==> src/rtl/out_pkg.sv <==
// Shared constants for the output-bus arbiter: FSM state encoding and size defaults.
package out_pkg;

    localparam int W_DEFAULT = 4;
    localparam int NREQ_MAX  = 4;

    // 2'b11 is unused and recovers to IDLE
    localparam logic [1:0] IDLE = 2'b00;
    localparam logic [1:0] LOAD = 2'b01;
    localparam logic [1:0] HOLD = 2'b10;

endpackage

==> src/rtl/out_arb_pick.sv <==
// Combinational winner selection: round-robin from ptr_i when RR_EN=1,
// otherwise fixed priority with requester 0 highest (ptr_i ignored).
module out_arb_pick
    import out_pkg::*;
#(
    parameter int NREQ  = NREQ_MAX,
    parameter int PW    = 2,
    parameter bit RR_EN = 1'b0
) (
    input  logic [NREQ-1:0] req_i,
    input  logic [PW-1:0]   ptr_i,
    output logic [NREQ-1:0] grant_o,
    output logic            valid_o
);

    int  base;
    logic found;

    // Walk the requesters starting at base; the first asserted one wins.
    always_comb begin
        grant_o = '0;
        found   = 1'b0;
        base    = RR_EN ? int'(ptr_i) : 0;
        for (int off = 0; off < NREQ; off++) begin
            for (int i = 0; i < NREQ; i++) begin
                if (((base + off) % NREQ) == i && req_i[i] && !found) begin
                    grant_o[i] = 1'b1;
                    found      = 1'b1;
                end
            end
        end
        valid_o = found;
    end

endmodule

==> src/rtl/out_bus_arbiter.sv <==
// Arbitrates requesters onto the output-register bus: IDLE -> LOAD -> HOLD per transfer.
// Define OUTARB_RR_EN for round-robin arbitration; default build is fixed priority.
module out_bus_arbiter
    import out_pkg::*;
#(
    parameter int NREQ = NREQ_MAX,
    parameter int W    = W_DEFAULT
) (
    input  logic              MainClock,
    input  logic              MainReset,
    input  logic [NREQ-1:0]   Req,
    input  logic [NREQ*W-1:0] ReqData,
    output logic [NREQ-1:0]   Grant,
    output logic [NREQ-1:0]   Ack,
    output logic [W-1:0]      IB,
    output logic              LoadOut,
    output logic              Busy
);

    localparam int PW = (NREQ > 1) ? $clog2(NREQ) : 1;
`ifdef OUTARB_RR_EN
    localparam bit RR_EN = 1'b1;
`else
    localparam bit RR_EN = 1'b0;
`endif

    logic [1:0]      state_q, state_d;
    logic [NREQ-1:0] grant_q, grant_d;
    logic [NREQ-1:0] ack_q,   ack_d;
    logic [W-1:0]    ib_q,    ib_d;
    logic            load_q,  load_d;

    logic [NREQ-1:0] winOneHot;
    logic            winValid;
    logic [W-1:0]    selData;
    logic [PW-1:0]   rrPtr;

`ifdef OUTARB_RR_EN
    logic [PW-1:0] ptr_q, ptr_d;
    logic [PW-1:0] winIdx;

    always_comb begin
        winIdx = '0;
        for (int i = 0; i < NREQ; i++) begin
            if (winOneHot[i]) winIdx = PW'(i);
        end
    end

    // Pointer moves past the winner only when a grant is actually issued.
    always_comb begin
        ptr_d = ptr_q;
        if (state_q == IDLE && winValid) ptr_d = PW'((int'(winIdx) + 1) % NREQ);
    end

    always_ff @(posedge MainClock or posedge MainReset) begin
        if (MainReset) ptr_q <= '0;
        else           ptr_q <= ptr_d;
    end

    assign rrPtr = ptr_q;
`else
    assign rrPtr = '0;
`endif

    out_arb_pick #(
        .NREQ  (NREQ),
        .PW    (PW),
        .RR_EN (RR_EN)
    ) u_pick (
        .req_i   (Req),
        .ptr_i   (rrPtr),
        .grant_o (winOneHot),
        .valid_o (winValid)
    );

    always_comb begin
        selData = '0;
        for (int i = 0; i < NREQ; i++) begin
            if (winOneHot[i]) selData = selData | ReqData[i*W +: W];
        end
    end

    // Data is latched on entry to LOAD so later ReqData changes never reach IB.
    always_comb begin
        state_d = state_q;
        grant_d = grant_q;
        ib_d    = ib_q;
        load_d  = 1'b0;
        ack_d   = '0;
        case (state_q)
            IDLE: begin
                grant_d = '0;
                ib_d    = '0;
                if (winValid) begin
                    state_d = LOAD;
                    grant_d = winOneHot;
                    ib_d    = selData;
                    load_d  = 1'b1;
                end
            end
            LOAD: begin
                state_d = HOLD;
                ack_d   = grant_q;
            end
            HOLD: begin
                state_d = IDLE;
                grant_d = '0;
                ib_d    = '0;
            end
            default: begin
                state_d = IDLE;
                grant_d = '0;
                ib_d    = '0;
            end
        endcase
    end

    always_ff @(posedge MainClock or posedge MainReset) begin
        if (MainReset) begin
            state_q <= IDLE;
            grant_q <= '0;
            ack_q   <= '0;
            ib_q    <= '0;
            load_q  <= 1'b0;
        end else begin
            state_q <= state_d;
            grant_q <= grant_d;
            ack_q   <= ack_d;
            ib_q    <= ib_d;
            load_q  <= load_d;
        end
    end

    assign Grant   = grant_q;
    assign Ack     = ack_q;
    assign IB      = ib_q;
    assign LoadOut = load_q;
    assign Busy    = (state_q != IDLE);

endmodule
==> config.mk <==
export PLATFORM = sky130hd
export DESIGN_NAME = out_bus_arbiter
export DESIGN_NICKNAME = d
export VERILOG_FILES = /design/src/rtl/out_pkg.sv /design/src/rtl/out_arb_pick.sv /design/src/rtl/out_bus_arbiter.sv
export SDC_FILE = /design/constraint.sdc
export NUM_CORES = 1
export LEC_CHECK = 0
export ABC_AREA = 0
export CORE_MARGIN = 4
export CORE_UTILIZATION = 30
export DETAILED_ROUTE_END_ITERATION = 6
export GPL_ROUTABILITY_DRIVEN = 0
export PLACE_DENSITY = 0.63
export SLEW_MARGIN = 0
export SYNTH_ARGS = -nofsm -noshare
export SYNTH_HDL_FRONTEND = slang
export SYNTH_SLANG_ARGS = --single-unit
==> constraint.sdc <==
create_clock -name MainClock -period 2.79 [get_ports MainClock]
set_input_delay 0.837 -clock MainClock [delete_from_list [all_inputs] [get_ports MainClock]]
set_output_delay 0.837 -clock MainClock [all_outputs]
set_load 0.01 [all_outputs]
* Yosys cells after proc, flatten, opt, wreduce, memory -nomap -nowiden
Cells that the tools add are included.
** Word-level totals
- Output and inout port bits :: 14
- Flip-flop bits (word level) :: 15
** Cells by class
- Reduce and logical (&&, ||, !) cells :: 8
- Multiplexer cells :: 20
- Bitwise logic cells :: 3
- Eq/ne operators :: 2
** Operators by type and width (number)
- $mux W4 :: 7
- $pmux W4 S2 :: 2
- $or A4 B4 Y4 :: 3
- $mux W1 :: 9
- $pmux W2 S2 :: 1
- $logic_and A1 B1 Y1 :: 3
- $logic_not A1 Y1 :: 3
- $eq A2 B1 Y1 const B :: 1
- $logic_not A2 Y1 :: 1
- $mux W2 :: 1
- $ne A2 B1 Y1 const B :: 1
- $reduce_bool A2 Y1 :: 1

* Logic depth before layout (Yosys ltp)
Gate-level depths: netlist of run 1.
- Depth in word-level cells :: 13
- Depth in mapped cells :: 5

* Cells and area by module
From an unflattened synthesis of run 1, not the netlist that was laid out.
** Second synthesis, totals
- Cell total of the unflattened synthesis :: 61
- Area total of the unflattened synthesis :: 676.9 sq um
** Modules (own cells, without submodules)
- out_bus_arbiter :: instances 1, area each 636.9 sq um, cells an instance 56
- out_arb_pick :: instances 1, area each 40.0 sq um, cells an instance 5

* Least setup slack after synthesis of run 1
OpenSTA, ideal clock, no wires.
- Path type :: register to output
- Start point :: register state_q[0]
- End point :: output Busy
- Path buffers :: 1
- Arrival time :: 0.744 ns
- Cell stages (with the launch flop) :: 4
- Setup slack :: 1.209 ns
- Required time :: 1.953 ns
- Cell sequence :: dfrtp_1 > buf_6 > nor2_4 > inv_1
** Between the ends
- Cells in the longest elaborated chain, start to end :: 1
** Ends and longest elaborated chain
- start: declaration :: RTL line out_bus_arbiter.sv:27 : logic [1:0] state_q, state_d;
- start signal: assignment :: RTL line out_bus_arbiter.sv:126 : state_q <= state_d;
- $reduce_bool A2 Y1 :: RTL line out_bus_arbiter.sv:138 : assign Busy = (state_q != IDLE);
- end: declaration :: RTL line out_bus_arbiter.sv:17 : output logic Busy
No other way between the ends.

* Final worst setup path of run 1
Ends and elaborated chain as after synthesis.

==> run metrics, run 1 <==
number of cells produced by synthesis 59; Routed met1 length 689 um; critical path's slowest cell sky130_fd_sc_hd__dfrtp_1; fraction of layout instances using a drive strength above 1 0.1170; via-per-instance ratio between 4 and 5; critical path depth 3; sum of overflow across all layers after global routing 0; starting DRC count in detailed routing 2; core region area 2233 um2; crit-path cells nor2_4 > inv_1 > clkdlybuf4s50_1; CTS tree done; Post-Synthesis Net Count between 80 and 90; setup repair after global routing missed its margin no; cell area after technology mapping between 700 and 800 um2; number of hold-slack violations in the final timing report 0; Pre-Repair DR Iteration Count 3; shortest period the worst path allows 2409 ps; proportion of register bits with asynchronous set or reset after synthesis 1.000; Yosys top cell area share 0.5254; met3 WL 143 um; cell area after placement 1067 um2; max-capacitance violation count 0; largest voltage drop on the vdd net 309.0 uV; post-cts hold buffer count 0; largest cells by area after synthesis sky130_fd_sc_hd__dfrtp_1, sky130_fd_sc_hd__a221oi_1, sky130_fd_sc_hd__a32oi_1, sky130_fd_sc_hd__nor2b_1, sky130_fd_sc_hd__o31ai_1; number of nets with antenna violations after detailed routing 0; Post-Layout Inst Area 1095 um2; initial antenna violation count 0; standard-cell rows 17; final period utilization 0.8633; kind of cell adding the most delay to the critical path buffers and inverters; run status finished clean; clock-pin slew of the registers on the worst-case setup and hold paths 90 ps; final routed wirelength across all metal layers 1.588 mm; endpoint required time on the critical path 1950 ps; kind of critical path flop to output port; standby leakage power 0.4585 nW; final-layout fill cell count 209; final number of max-transition violations 0; Fin Clk Skew between 3 and 4 ps; starting density of the core 0.3199; Mean Syn Cell Area approximately 12 um2; pin count of the biggest net entering global routing 16; number of storage elements in the synthesis netlist 15; area of the die 3226 um2; post-layout instance count excluding filler cells roughly 120; total instance count after detailed placement between 100 and 150; Die X-Extent approximately 57 um; data arrival at the endpoint of the critical path about 1600 ps; type of the worst min-delay path flop to flop; dominant cell type by area after synthesis sky130_fd_sc_hd__dfrtp_1; wire length of the first global-routing pass 2.497 mm; clock buffer count from CTS 3; largest buffer count on any clock path 2; number of setup buffers added after CTS 0; floorplan die height 56.80 um; vias in the first global route 540; post-detailed-route wirelength per cell 13.02 um; worst setup slack for register-to-register paths 1380 ps; number of vias after detailed routing 571; distinct cell type count after synthesis 20; summed negative setup slack over all endpoints 0 ps; count of pins on the block boundary 36; Critical Path End Type output port; routed length on met2 739 um; Worst Path Buf+Inv 2; EDFF count, synth 0; Synth-to-Final Area Change 53.24%; Root Driver sky130_fd_sc_hd__clkbuf_4; worst reg2reg startpoint state_q[0]; Critical path origin state_q[0]; highest attainable clock frequency 415.2 MHz; count of cells along the worst hold path 2; H-tree depth reported by CTS 1; global-route total usage across every layer 0.09953; detailed placer's ending HPWL 1.313 mm; actual transition at the worst max-transition pin 551.7 ps; post-layout net count 117; timing endpoint of the critical path Busy; sequential fraction of the synthesis area 0.5254; top-count cell post-synth sky130_fd_sc_hd__dfrtp_1; peak fanout along the critical path 8; uppermost layer routed met4; leading post-synthesis cells by instance count sky130_fd_sc_hd__dfrtp_1, sky130_fd_sc_hd__nor2_1, sky130_fd_sc_hd__nor2b_1; clock latency at the later pin of the worst-skew pair 280 ps; cell count of the worst reg-to-reg path 3; crit-path max cell delay 510 ps; post_cts resized 0; destination of the worst register-to-register timing path IB[1]; Buffers on Ports 35; kind of start point of the critical path flop; remaining design rule violation count 0; PD cells ~750 nW/um2; Slew HR 0.6314; end-of-flow core utilization 0.4902; most used flip-flop cell after synthesis sky130_fd_sc_hd__dfrtp_1; number of setup violations in the final report 0; warning count from the yosys run 0; clock tree sinks 15; Antenna Diode Count 0
per-stage QoR:
step / power, mW / hold slack (ps) / worst slack [ps]
3_5_place_dp: 0.7100 / 487.8 / 469.4
4_1_cts: 0.8334 / 510.3 / 359.1
2_1_floorplan: 0.5340 / 526.7 / 1209
6_report: 0.8229 / 506.3 / 381.3
5_1_grt: 0.8754 / 535.5 / 304.9
3_3_place_gp: 0.7020 / 489.6 / 517.1
per-layer routing:
layer / vias up / track usage
met2: 25 / 0.1502
li1: 287 / -
met4: 0 / 0.04967
met3: 2 / 0.03218
met5: - / 0
met1: 257 / 0.1266
worst min-delay path by stage:
stage	start	endpoint	slack [ps]
4_1_cts	IB[0]	IB[0]	510
3_3_place_gp	IB[1]	IB[1]	490
2_1_floorplan	IB[0]	IB[0]	530
6_report	IB[0]	IB[0]	510
5_1_grt	IB[0]	IB[0]	540
3_5_place_dp	IB[0]	IB[0]	490
placed cells by master (no fill, tap or decap):
master / synthesis / layout
sky130_fd_sc_hd__mux2i_1: 2 / 2
sky130_fd_sc_hd__o31ai_1: 4 / 4
sky130_fd_sc_hd__a21oi_1: 1 / 1
sky130_fd_sc_hd__nor2b_1: 5 / 5
sky130_fd_sc_hd__nor2b_4: 1 / 1
sky130_fd_sc_hd__inv_2: 2 / 2
sky130_fd_sc_hd__nand2b_4: 1 / 1
sky130_fd_sc_hd__inv_1: 2 / 2
sky130_fd_sc_hd__nor4b_4: 1 / 1
sky130_fd_sc_hd__nor2_1: 5 / 5
sky130_fd_sc_hd__nor2_4: 1 / 1
sky130_fd_sc_hd__clkbuf_4: 0 / 3
sky130_fd_sc_hd__and2_1: 4 / 4
sky130_fd_sc_hd__a22oi_1: 1 / 1
sky130_fd_sc_hd__dfrtp_1: 15 / 15
sky130_fd_sc_hd__a221oi_1: 4 / 4
sky130_fd_sc_hd__nor4_1: 1 / 1
sky130_fd_sc_hd__clkinv_2: 0 / 1
sky130_fd_sc_hd__clkdlybuf4s50_1: 0 / 35
sky130_fd_sc_hd__a32oi_1: 4 / 4
sky130_fd_sc_hd__nor4b_2: 1 / 1
cell families after synthesis:
group                  after synthesis  share of synthesized area
DFF                                 15                     0.5254
buffers and inverters                8                    0.06656
muxes                                2                    0.02802
AOI/OAI and AO/OA                   14                     0.1576
and+or+nand+nor                     20                     0.2224
where the power goes:
group	switching, mW	total, mW	internal [mW]
Sequential	0.0665	0.351	0.285
Combinational	0.154	0.350	0.196
Clock	0.0687	0.122	0.0531
Total	0.289	0.823	0.534
layout make-up:
type	count	area (um2)	share of cell area
repair buffers	35	350.3	0.3200
flip-flops and latches	15	375.4	0.3429
well taps	28	35.03	0.03200
clock buffers	3	22.52	0.02057
clock inverters	1	5.005	0.004571
multi-input cells	36	291.5	0.2663
inverters	4	15.01	0.01371
registers in the layout (all words and copies together) (netlist names):
signal,flops
state_q,2
LoadOut,1
Grant,4
IB,4
Ack,4
worst reg2reg max path: cells and delay by family, from the launching register on:
kind             cells  cell delay [ps]
AO/OA/AOI/OAI        2              230
flip-flops           1              560
AND/OR/NAND/NOR      1              520
(Power assumes the default switching activity.)
==> inputs of run 2 (changes only) <==
--- a/config.mk
+++ b/config.mk
@@ -6,6 +6,7 @@
 export NUM_CORES = 1
 export LEC_CHECK = 0
 export ABC_AREA = 0
+export CAP_MARGIN = 20
 export CORE_MARGIN = 4
 export CORE_UTILIZATION = 30
 export DETAILED_ROUTE_END_ITERATION = 6
==> constraint.sdc (replaced) <==
create_clock -name MainClock -period 2.8 [get_ports MainClock]
set_input_delay 0.84 -clock MainClock [delete_from_list [all_inputs] [get_ports MainClock]]
set_output_delay 0.84 -clock MainClock [all_outputs]
set_load 0.01 [all_outputs]
==> run metrics, run 2 (synthesis results as in run 1) <==
post_cts resized 0; kind of critical path flop to output port; clock-pin slew of the registers on the worst-case setup and hold paths 80 ps; Critical Path End Type output port; sum of overflow across all layers after global routing 0; setup repair after global routing missed its margin no; type of the worst min-delay path flop to flop; actual transition at the worst max-transition pin 560.3 ps; destination of the worst register-to-register timing path IB[1]; most used cells in the layout excluding fill and tap cells sky130_fd_sc_hd__clkdlybuf4s50_1, sky130_fd_sc_hd__dfrtp_1, sky130_fd_sc_hd__nor2_1, sky130_fd_sc_hd__nor2b_1; highest attainable clock frequency 413.3 MHz; final routed wirelength across all metal layers 1.588 mm; endpoint required time on the critical path 1960 ps; count of pins on the block boundary 36; final period utilization 0.8642; number of hold-slack violations in the final timing report 0; core region area 2233 um2; worst-case setup slack after placement around 460 ps; starting DRC count in detailed routing 4; post-cts hold buffer count 0; H-tree depth reported by CTS 1; Critical path origin state_q[0]; Post-Layout Inst Area 1095 um2; kind of start point of the critical path flop; worst reg2reg startpoint state_q[0]; clock tree sinks 15; Buffers on Ports 35; max-capacitance violation count 0; standby leakage power ~0.46 nW; PD cells 747.4 nW/um2; Fin Clk Skew 5.631 ps; run status finished clean; Slew HR 0.6257; Pre-Repair DR Iteration Count 3; number of setup violations in the final report 0; overall power after layout between 0.8 and 0.9 mW; global-route total usage across every layer 0.1029; via-per-instance ratio 4.738; number of nets with antenna violations after detailed routing 0; Die X-Extent 56.80 um; worst setup slack for register-to-register paths 1380 ps; Synth-to-Final Area Change 53.24%; timing endpoint of the critical path Busy; most common cell after layout, fill and taps aside sky130_fd_sc_hd__clkdlybuf4s50_1; floorplan die height about 57 um; peak fanout along the critical path 8; standard-cell rows 17; area of the die 3226 um2; wire length of the first global-routing pass 2.580 mm; number of vias after detailed routing 578; clock latency at the later pin of the worst-skew pair 280 ps; number of setup buffers added after CTS 0; shortest period the worst path allows ~2400 ps; post-layout net count between 100 and 150; CTS tree done; detailed placer's ending HPWL 1.319 mm; clock buffer count from CTS 3; starting density of the core 0.3199; crit-path cells nor2_4 > inv_1 > clkdlybuf4s50_1; cell area after placement ~1100 um2; cell count of the worst reg-to-reg path 3; largest voltage drop on the vdd net ~310 uV; fraction of layout instances using a drive strength above 1 0.1170; initial antenna violation count 0; post-route worst hold slack 507.5 ps; Root Driver sky130_fd_sc_hd__clkbuf_4; pin count of the biggest net entering global routing 16; min setup slack post-route between 300 and 400 ps; crit-path max cell delay 520 ps; critical path's slowest cell sky130_fd_sc_hd__dfrtp_1; vias in the first global route between 500 and 600; final number of max-transition violations 0; post-detailed-route wirelength per cell 13.02 um; Antenna Diode Count 0; data arrival at the endpoint of the critical path 1580 ps; summed negative setup slack over all endpoints 0 ps; largest buffer count on any clock path 2; remaining design rule violation count 0
## run 2: cell counts in the layout (fill, tap and decap cells not counted)
Identical to the previous run, type by type.
## run 2: worst min-delay path by stage
stage | end | start | slack (ps) | cells after the start
floorplan | IB[0] | IB[0] | 530 | 2
detailed placement | IB[0] | IB[0] | 490 | 2
CTS | IB[0] | IB[0] | 510 | 2
global route | IB[0] | IB[0] | 540 | 2
finish | IB[0] | IB[0] | 510 | 2
global placement | IB[1] | IB[1] | 490 | 2
## run 2: worst max-delay path, delay by kind of cell (launching register included)
kind          cells  cell delay, ps
flops             1             520
buf+inv           2             540
simple gates      1             250
## run 2: report_power, final
part | internal, mW | total, mW | switching, mW
clock | 0.0529 | 0.120 | 0.0674
sequential | 0.284 | 0.349 | 0.0657
combinational | 0.196 | 0.349 | 0.153
## run 2: area by class of cell
cell class	instances	area (um2)
clock buffers	3	22.52
clock inverters	1	5.005
flip-flops and latches	15	375.4
repair buffers	35	350.3
inverters	4	15.01
fillers	213	1139
well taps	28	35.03
multi-input cells	36	291.5
## run 2: routing by layer
layer,wire [um],global-route usage
met3,135,0.03448
met4,0,0.04967
met1,662,0.1282
met2,789,0.1584
met5,0,0
## run 2: metrics by stage
step,utilization,instances
3_3_place_gp,0.4779,118
5_1_grt,0.4902,122
3_5_place_dp,0.4779,118
6_report,0.4902,122
4_1_cts,0.4902,122
2_1_floorplan,-,59
